===== src/rtl/peak_env_pkg.sv =====
// peak_env_pkg: shared widths, FSM encoding and saturating magnitude for peak_envelope_12bit.
package peak_env_pkg;
  localparam int SAMPLE_W = 12;
  localparam int MAG_W = 11;
  typedef enum logic {ST_IDLE = 1'b0, ST_BUSY = 1'b1} state_t;
  function automatic logic [MAG_W-1:0] abs_sat12(input logic signed [SAMPLE_W-1:0] v);
    logic [SAMPLE_W-1:0] n;
    n = v[SAMPLE_W-1] ? (~v + 1'b1) : v;
    return n[SAMPLE_W-1] ? {MAG_W{1'b1}} : n[MAG_W-1:0];
  endfunction
endpackage


===== src/rtl/peak_window_acc.sv =====
// peak_window_acc: per-window sample counter and max-magnitude accumulator; PEAK_DECAY_EN seeds the next window with a released peak.
module peak_window_acc
  import peak_env_pkg::*;
#(
  parameter int WINDOW = 64,
  parameter int CNT_W = 16,
  parameter int DECAY_SHIFT = 3
) (
  input  logic                       clock,
  input  logic                       reset,
  input  logic                       ready,
  input  logic signed [SAMPLE_W-1:0] x,
  output logic                       close,
  output logic [MAG_W-1:0]           peak
);
`ifdef PEAK_DECAY_EN
  localparam bit DECAY_EN = 1'b1;
`else
  localparam bit DECAY_EN = 1'b0;
`endif
  logic [CNT_W-1:0] r_count;
  logic [MAG_W-1:0] r_acc;
  logic [MAG_W-1:0] w_mag;
  logic [MAG_W-1:0] w_release;
  assign w_mag = abs_sat12(x);
  assign peak = (w_mag > r_acc) ? w_mag : r_acc;
  assign close = ready && (r_count == CNT_W'(WINDOW - 1));
  assign w_release = DECAY_EN ? peak - (peak >> DECAY_SHIFT) : '0;
  always_ff @(posedge clock or posedge reset) begin
    if (reset) begin
      r_count <= '0;
      r_acc <= '0;
    end else if (close) begin
      r_count <= '0;
      r_acc <= w_release;
    end else if (ready) begin
      r_count <= r_count + 1'b1;
      r_acc <= peak;
    end
  end
endmodule


===== src/rtl/peak_envelope_12bit.sv =====
// peak_envelope_12bit: windowed peak detector feeding a dB converter over a start/done handshake.
// Build with PEAK_DECAY_EN for peak-hold with release between windows.
module peak_envelope_12bit
  import peak_env_pkg::*;
#(
  parameter int WINDOW = 64,
  parameter int CNT_W = 16,
  parameter int DECAY_SHIFT = 3
) (
  input  logic                       clock,
  input  logic                       reset,
  input  logic                       ready,
  input  logic signed [SAMPLE_W-1:0] x,
  output logic                       db_start,
  output logic signed [SAMPLE_W-1:0] db_value,
  input  logic                       db_done,
  output logic [MAG_W-1:0]           peak_out,
  output logic                       window_tick,
  output logic                       overrun
);
  logic                       w_close;
  logic [MAG_W-1:0]           w_peak;
  logic [MAG_W-1:0]           r_pend;
  logic                       r_pending_valid;
  logic                       w_consume;
  state_t                     r_state;
  state_t                     w_state_nxt;
  logic                       r_db_start;
  logic                       w_start_nxt;
  logic signed [SAMPLE_W-1:0] r_db_value;
  logic signed [SAMPLE_W-1:0] w_value_nxt;
  logic [MAG_W-1:0]           r_peak_out;
  logic                       r_window_tick;
  logic                       r_overrun;
  peak_window_acc #(.WINDOW(WINDOW), .CNT_W(CNT_W), .DECAY_SHIFT(DECAY_SHIFT)) u_acc (
    .clock(clock),
    .reset(reset),
    .ready(ready),
    .x(x),
    .close(w_close),
    .peak(w_peak)
  );
  assign w_consume = (r_state == ST_IDLE) && r_pending_valid;
  always_comb begin
    w_state_nxt = r_state;
    w_start_nxt = w_consume;
    w_value_nxt = w_consume ? {1'b0, r_pend} : r_db_value;
    if (w_consume) w_state_nxt = ST_BUSY;
    else if (r_state == ST_BUSY && db_done) w_state_nxt = ST_IDLE;
  end
  always_ff @(posedge clock or posedge reset) begin
    if (reset) begin
      r_state <= ST_IDLE;
      r_db_start <= 1'b0;
      r_db_value <= '0;
    end else begin
      r_state <= w_state_nxt;
      r_db_start <= w_start_nxt;
      r_db_value <= w_value_nxt;
    end
  end
  // A close on the consume edge refills pend after the FSM has latched the old value.
  always_ff @(posedge clock or posedge reset) begin
    if (reset) begin
      r_pend <= '0;
      r_pending_valid <= 1'b0;
      r_peak_out <= '0;
      r_window_tick <= 1'b0;
      r_overrun <= 1'b0;
    end else begin
      r_window_tick <= w_close;
      if (w_close) begin
        r_pend <= w_peak;
        r_pending_valid <= 1'b1;
        r_peak_out <= w_peak;
        if (r_pending_valid && !w_consume) r_overrun <= 1'b1;
      end else if (w_consume) begin
        r_pending_valid <= 1'b0;
      end
    end
  end
  assign db_start = r_db_start;
  assign db_value = r_db_value;
  assign peak_out = r_peak_out;
  assign window_tick = r_window_tick;
  assign overrun = r_overrun;
endmodule


===== config.mk =====
export PLATFORM = sky130hd
export DESIGN_NAME = peak_envelope_12bit
export DESIGN_NICKNAME = d
export VERILOG_FILES = /design/src/rtl/peak_env_pkg.sv /design/src/rtl/peak_window_acc.sv /design/src/rtl/peak_envelope_12bit.sv
export SDC_FILE = /design/constraint.sdc
export NUM_CORES = 1
export LEC_CHECK = 0
export ABC_AREA = 1
export CAP_MARGIN = 20
export CORE_MARGIN = 2
export CORE_UTILIZATION = 45
export DETAILED_ROUTE_END_ITERATION = 12
export PLACE_DENSITY = 0.78
export SETUP_SLACK_MARGIN = 0.5
export SLEW_MARGIN = 20
export SYNTH_ARGS = -nofsm -noshare
export SYNTH_HDL_FRONTEND = slang
export SYNTH_SLANG_ARGS = --single-unit
export TNS_END_PERCENT = 20

===== constraint.sdc =====
create_clock -name clock -period 3 [get_ports clock]
set_input_delay 0.6 -clock clock [delete_from_list [all_inputs] [get_ports clock]]
set_output_delay 0.6 -clock clock [all_outputs]
set_load 0.01 [all_outputs]

# [After elaboration in Yosys (flattened, before gate mapping)]
# Index checks and enable logic that the tools add are counted.
[totals] ff_bits=54 latchBits=0 ramBits=0 rom_bits=0 in_bits=16 n_memories=0
[op_classes] add_sub_neg=2 n_mul=0 n_div=0 magnitude_cmp=1 eq_ne=1 shifts=0 mux=11 n_bitwise=2 reduce_logical=9
[ops] cell="11-bit two-way mux" count=4
[ops] cell="16-bit two-way mux" count=2
[ops] cell="16-bit by 1-bit adder with 16-bit output, second input constant" count=1
[ops] cell="16-bit by 6-bit == test with 1-bit output, second input constant" count=1
[ops] cell="12-bit by 1-bit adder with 12-bit output, second input constant" count=1
[ops] cell="12-bit two-way mux" count=1
[ops] cell="12-bit inverter" count=1
[ops] cell="11-bit greater-than comparator" count=1
[ops] cell="2-bit nonzero test" count=3
[ops] cell="1-bit logical AND" count=4
[ops] cell="1-bit two-way mux" count=4
[ops] cell="2-bit AND reduction" count=1
[ops] cell="1-bit logical NOT" count=1
[ops] cell="1-bit inverter" count=1

# [Longest topological paths before layout]
[logic_depth] ltp_word=8 ltp_mapped=20 mapped_depth_nobuf=20

# [Modules after synthesis]
# A second synthesis with hierarchy kept.
[unflattened] hier_cells=441 area_unflattened_um2=3229.3
[by_module_without_submodules] module="peak_window_acc" n_inst=1 cells_each=332 area_per_inst_um2=2200.9 seq_area_each_um2=675.6
[by_module_without_submodules] module="peak_envelope_12bit" n_inst=1 cells_each=109 area_per_inst_um2=1028.5 seq_area_each_um2=675.6

# [Worst setup path before layout]
# No wires, ideal clock.
[synth_path] path_kind="input -> register" startpoint="input x[0]" endpoint="register r_peak_out[5] (netlist: peak_out[5])" setup_time_ns=0.117 arrival_ns=2.388 slack_ns=0.495 cell_stages=19 n_path_buf=1 path_cell_list="inv_1 ha_1 nand3_1 nand2_1 nand3_1 nand2_1 nor2_1 inv_1 ha_1 nand2_1 inv_1 nand2_1 nor2_2 nand4_2 nand2_2 buf_6 nand2_1 nand3_1 nand2_1"
[synth_via] elab_chain_len=6
[synth_rtl] item="start, declared" line_no="peak_envelope_12bit.sv:13" text="input logic signed [SAMPLE_W-1:0] x,"
[synth_rtl] item="12-bit inverter" line_no="peak_env_pkg.sv:8" text="n = v[SAMPLE_W-1] ? (~v + 1'b1) : v;"
[synth_rtl] item="12-bit by 1-bit adder with 12-bit output" line_no="peak_env_pkg.sv:8"
[synth_rtl] item="12-bit two-way mux *" line_no="peak_env_pkg.sv:8"
[synth_rtl] item="11-bit two-way mux *" line_no="peak_env_pkg.sv:9" text="return n[SAMPLE_W-1] ? {MAG_W{1'b1}} : n[MAG_W-1:0];"
[synth_rtl] item="11-bit greater-than comparator" line_no="peak_window_acc.sv:26" text="assign peak = (w_mag > r_acc) ? w_mag : r_acc;"
[synth_rtl] item="11-bit two-way mux *" line_no="peak_window_acc.sv:26"
[synth_rtl] item="end signal, assigned" line_no="peak_envelope_12bit.sv:75" text="r_peak_out <= w_peak;"
[synth_rtl] item="end, declared" line_no="peak_envelope_12bit.sv:32" text="logic [MAG_W-1:0] r_peak_out;"
# Every way passes the cells marked *; elsewhere a longest branch is shown, timed or not.
# A chain may end at the register's enable or synchronous reset.

# [Final worst setup path]
[layout_path] startpoint="input x[0]" endpoint="register r_peak_out[10] (netlist: peak_out[10])"
# The elaborated chain is that of the path after synthesis.

==> impl_results.md <==
* Status: complete, no violations
* Inserted Diodes at 0
* CTS Buffer Depth at 2
* Largest net degree at the start of global routing at 55
* Leak Pwr at 0.00227 uW
* Cell Area, Synth at 3170 um2
* Critical path data required time at 3.21 ns
* Initial antenna violation count at 0
* First-pass GRT wire length at 12.3 mm
* Non-Filler Instances at 599
* Min-delay src: u_acc.r_count[13]
* Slew HR at 0.536
* Number of synthesized register bits at 54
* Syn_nets at 461
* Final Wtd Congestion at 0.892
* Tcrit/Tclk final at 0.802
* Dominant cells by area after synthesis: dfrtp_1 (43%), nand2_1 (19%), inv_1 (6.5%), nand3_1 (5.4%), ha_1 (5.1%)
* Nets at 531
* Layout cells sized above 1 at 0.276
* DIE AREA at 7730 um2
* Clock latency on the worst-skew pair at 0.32 ns
* CP max FO at 6
* Max_cap viols at 0
* Worst Skew at 0.00860 ns
* Actual slew at the worst max-slew pin at 0.697 ns
* Worst Hold Slack at 0.477 ns
* Worst vdd ir at 0.314 mV
* Post-synth top area share at 0.426
* Drt total wl at 7.69 mm
* Crit path time final at 2.41 ns
* Yosys warns at 0
* Die height at 87.9 um
* Slew Viols, Final at 0
* Startpoint Class: input port
* DRC at 0
* Clk slew on worst S/H paths at 0.10 ns
* Vias in the first global route at 2805
* CP max stage cell: ha_4
* CTS Buf Count at 5
* Row count at 30
* # IOs at 42
* Largest area contributor in the netlist: dfrtp_1
* Placed Instances at 586
* 1st-iter DRT viols at 141
* Clk sinks at 54
* Global route overflow at 0
* Post-Place Cell Area at 4010 um2
* Initial core utilization at 0.466
* Max frequency at 415 MHz
* GRT Overall Usage at 0.199
* WL/cell at 12.8 um
* Synth unique cells at 29
* Vias per inst at 4.92
* Via count at 2946
* Crit-path max cell delay at 0.26 ns
* Worst setup path class: in -> reg
* Htree depth at 2
* Post-DP HPWL at 5.53 mm
* Cell Chain, Critical Path: buf_4 > inv_2 > ha_4 > nand3_4 > nand2_4 > nand3_1 > nand2_1 > nor2_2 > inv_2 > ha_4 > nand2_1 > inv_2 > nand2_4 > nor2_4 > nand2_2 > nand3_4 > buf_12 > nand3_1 > nand3_1 > nand2_1
* 1st-pass router iterations at 4
* Pwr Density at 638 nW/um2
* Reg2reg start: u_acc.r_acc[8]
* Finished Cell Area at 4310 um2
* Root Driver: clkbuf_8
* CP startpoint: x[0]
* Layout area overhead at 36.0%
* ANT nets after route at 0
* Design Power at 2750 uW
* Synthesized netlist cell count at 432
* RSZ-0062 raised after global routing: false
* Final setup fails at 0
* Final-report hold violation count at 0
* Sequential share of the synthesized area at 0.426
* IO Port Bufs at 40
* Crit. End Element: register
* HP Class: reg -> reg
* TritonCTS clock tree: built
* Syn Area/Cell at 7.34 um2
* DIE WIDTH at 87.9 um
* Worst Path Arrival at 2.62 ns
* Core area at 6790 um2
-- layout make-up --
| type | count | area [um2] |
|---|---|---|
| Multi-Input combinational cell | 308 | 1870 |
| Clock buffer | 6 | 72.6 |
| Fill cell | 564 | 2480 |
| Inverter | 61 | 231 |
| Clock inverter | 2 | 37.5 |
| Timing Repair Buffer | 72 | 626 |
| Tap cell | 96 | 120 |
| Sequential cell | 54 | 1350 |
-- Yosys cell counts, drive strengths merged --
cell type / instances
nand2: 165
inv: 61
dfrtp: 54
nand3: 44
nor2: 41
ha: 13
xor2: 9
o21ai: 8
a21oi: 6
buf: 6
nand4: 6
nor3: 6
clkbuf: 3
nand3b: 3
o21bai: 2
and3: 1
conb: 1
nor3b: 1
nor4: 1
o22ai: 1
-- flip-flops by register name, indices dropped and copies added, names as in the netlist --
name	count
r_state	1
db_start	1
window_tick	1
u_acc.r_count	16
r_pending_valid	1
peak_out	11
db_value	11
u_acc.r_acc	11
overrun	1
-- path summary, 6_finish.rpt --
check	slack, ns	cells after the start	to
worst max-delay path	0.59	20	peak_out[10]
worst min-delay path	0.48	1	u_acc.r_count[13]
worst max register to register	1.16	11	peak_out[2]
worst min register to register	0.48	1	u_acc.r_count[13]
max in group asynchronous	1.74	3	u_acc.r_acc[2]
min in group asynchronous	0.78	3	u_acc.r_count[13]
-- where the power goes --
group          internal (uW)  switching [uW]
combinational            517             783
sequential               857             103
clock                    249             241
-- layout by cell type, fill, tap and decap left out, drive strengths merged, types with 9 or more instances in the layout --
master,n
nand2,165
inv,61
dfrtp,54
nand3,44
nor2,41
buf,36
clkdlybuf4s50,28
ha,13
clkbuf,13
xor2,9
-- cells by family (layout without fill, tap and decap cells) --
group,count (synthesis),in the layout,share of synthesized area
other,1,1,0.00118
buffers and inverters,70,141,0.0908
AND/OR/NAND/NOR,268,268,0.377
flip-flops,54,54,0.426
AO/OA/AOI/OAI,17,17,0.0288
XOR/XNOR,9,9,0.0249
adder cells (fa/ha/maj),13,13,0.0513
-- critical path: cells and delay by family --
family / cells / cell delay, ns
and+or+nand+nor: 13 / 1.21
adders and majority gates: 2 / 0.42
buffers and inverters: 5 / 0.39
-- per-layer routing --
metal | track usage | wire (um) | vias up
met3 | 0.0311 | 320 | 8
met4 | 0.0699 | 121 | 0
met5 | 0 | 0 | -
met1 | 0.253 | 3520 | 1379
li1 | - | - | 1476
met2 | 0.344 | 3720 | 83
-- what timing repair did --
item / CTS / global route
endpoints found under the setup margin: 22 / 22
buffers inserted: 1 / 4
gates resized for setup: 48 / 48
cloned: 0 / 0
hold buffers: 0 / 0
pin swaps: 23 / 26
-- stage by stage --
step                      setup slack, ns  TNS (ns)   util
after floorplan                     0.503         0      -
after global placement             -0.168     -3.23  0.590
after detailed placement           -0.245     -4.66  0.590
after CTS                           0.488         0  0.619
after global routing                0.456         0  0.634
final                               0.593         0  0.634
No activity file was read; power rests on OpenSTA's default activity.
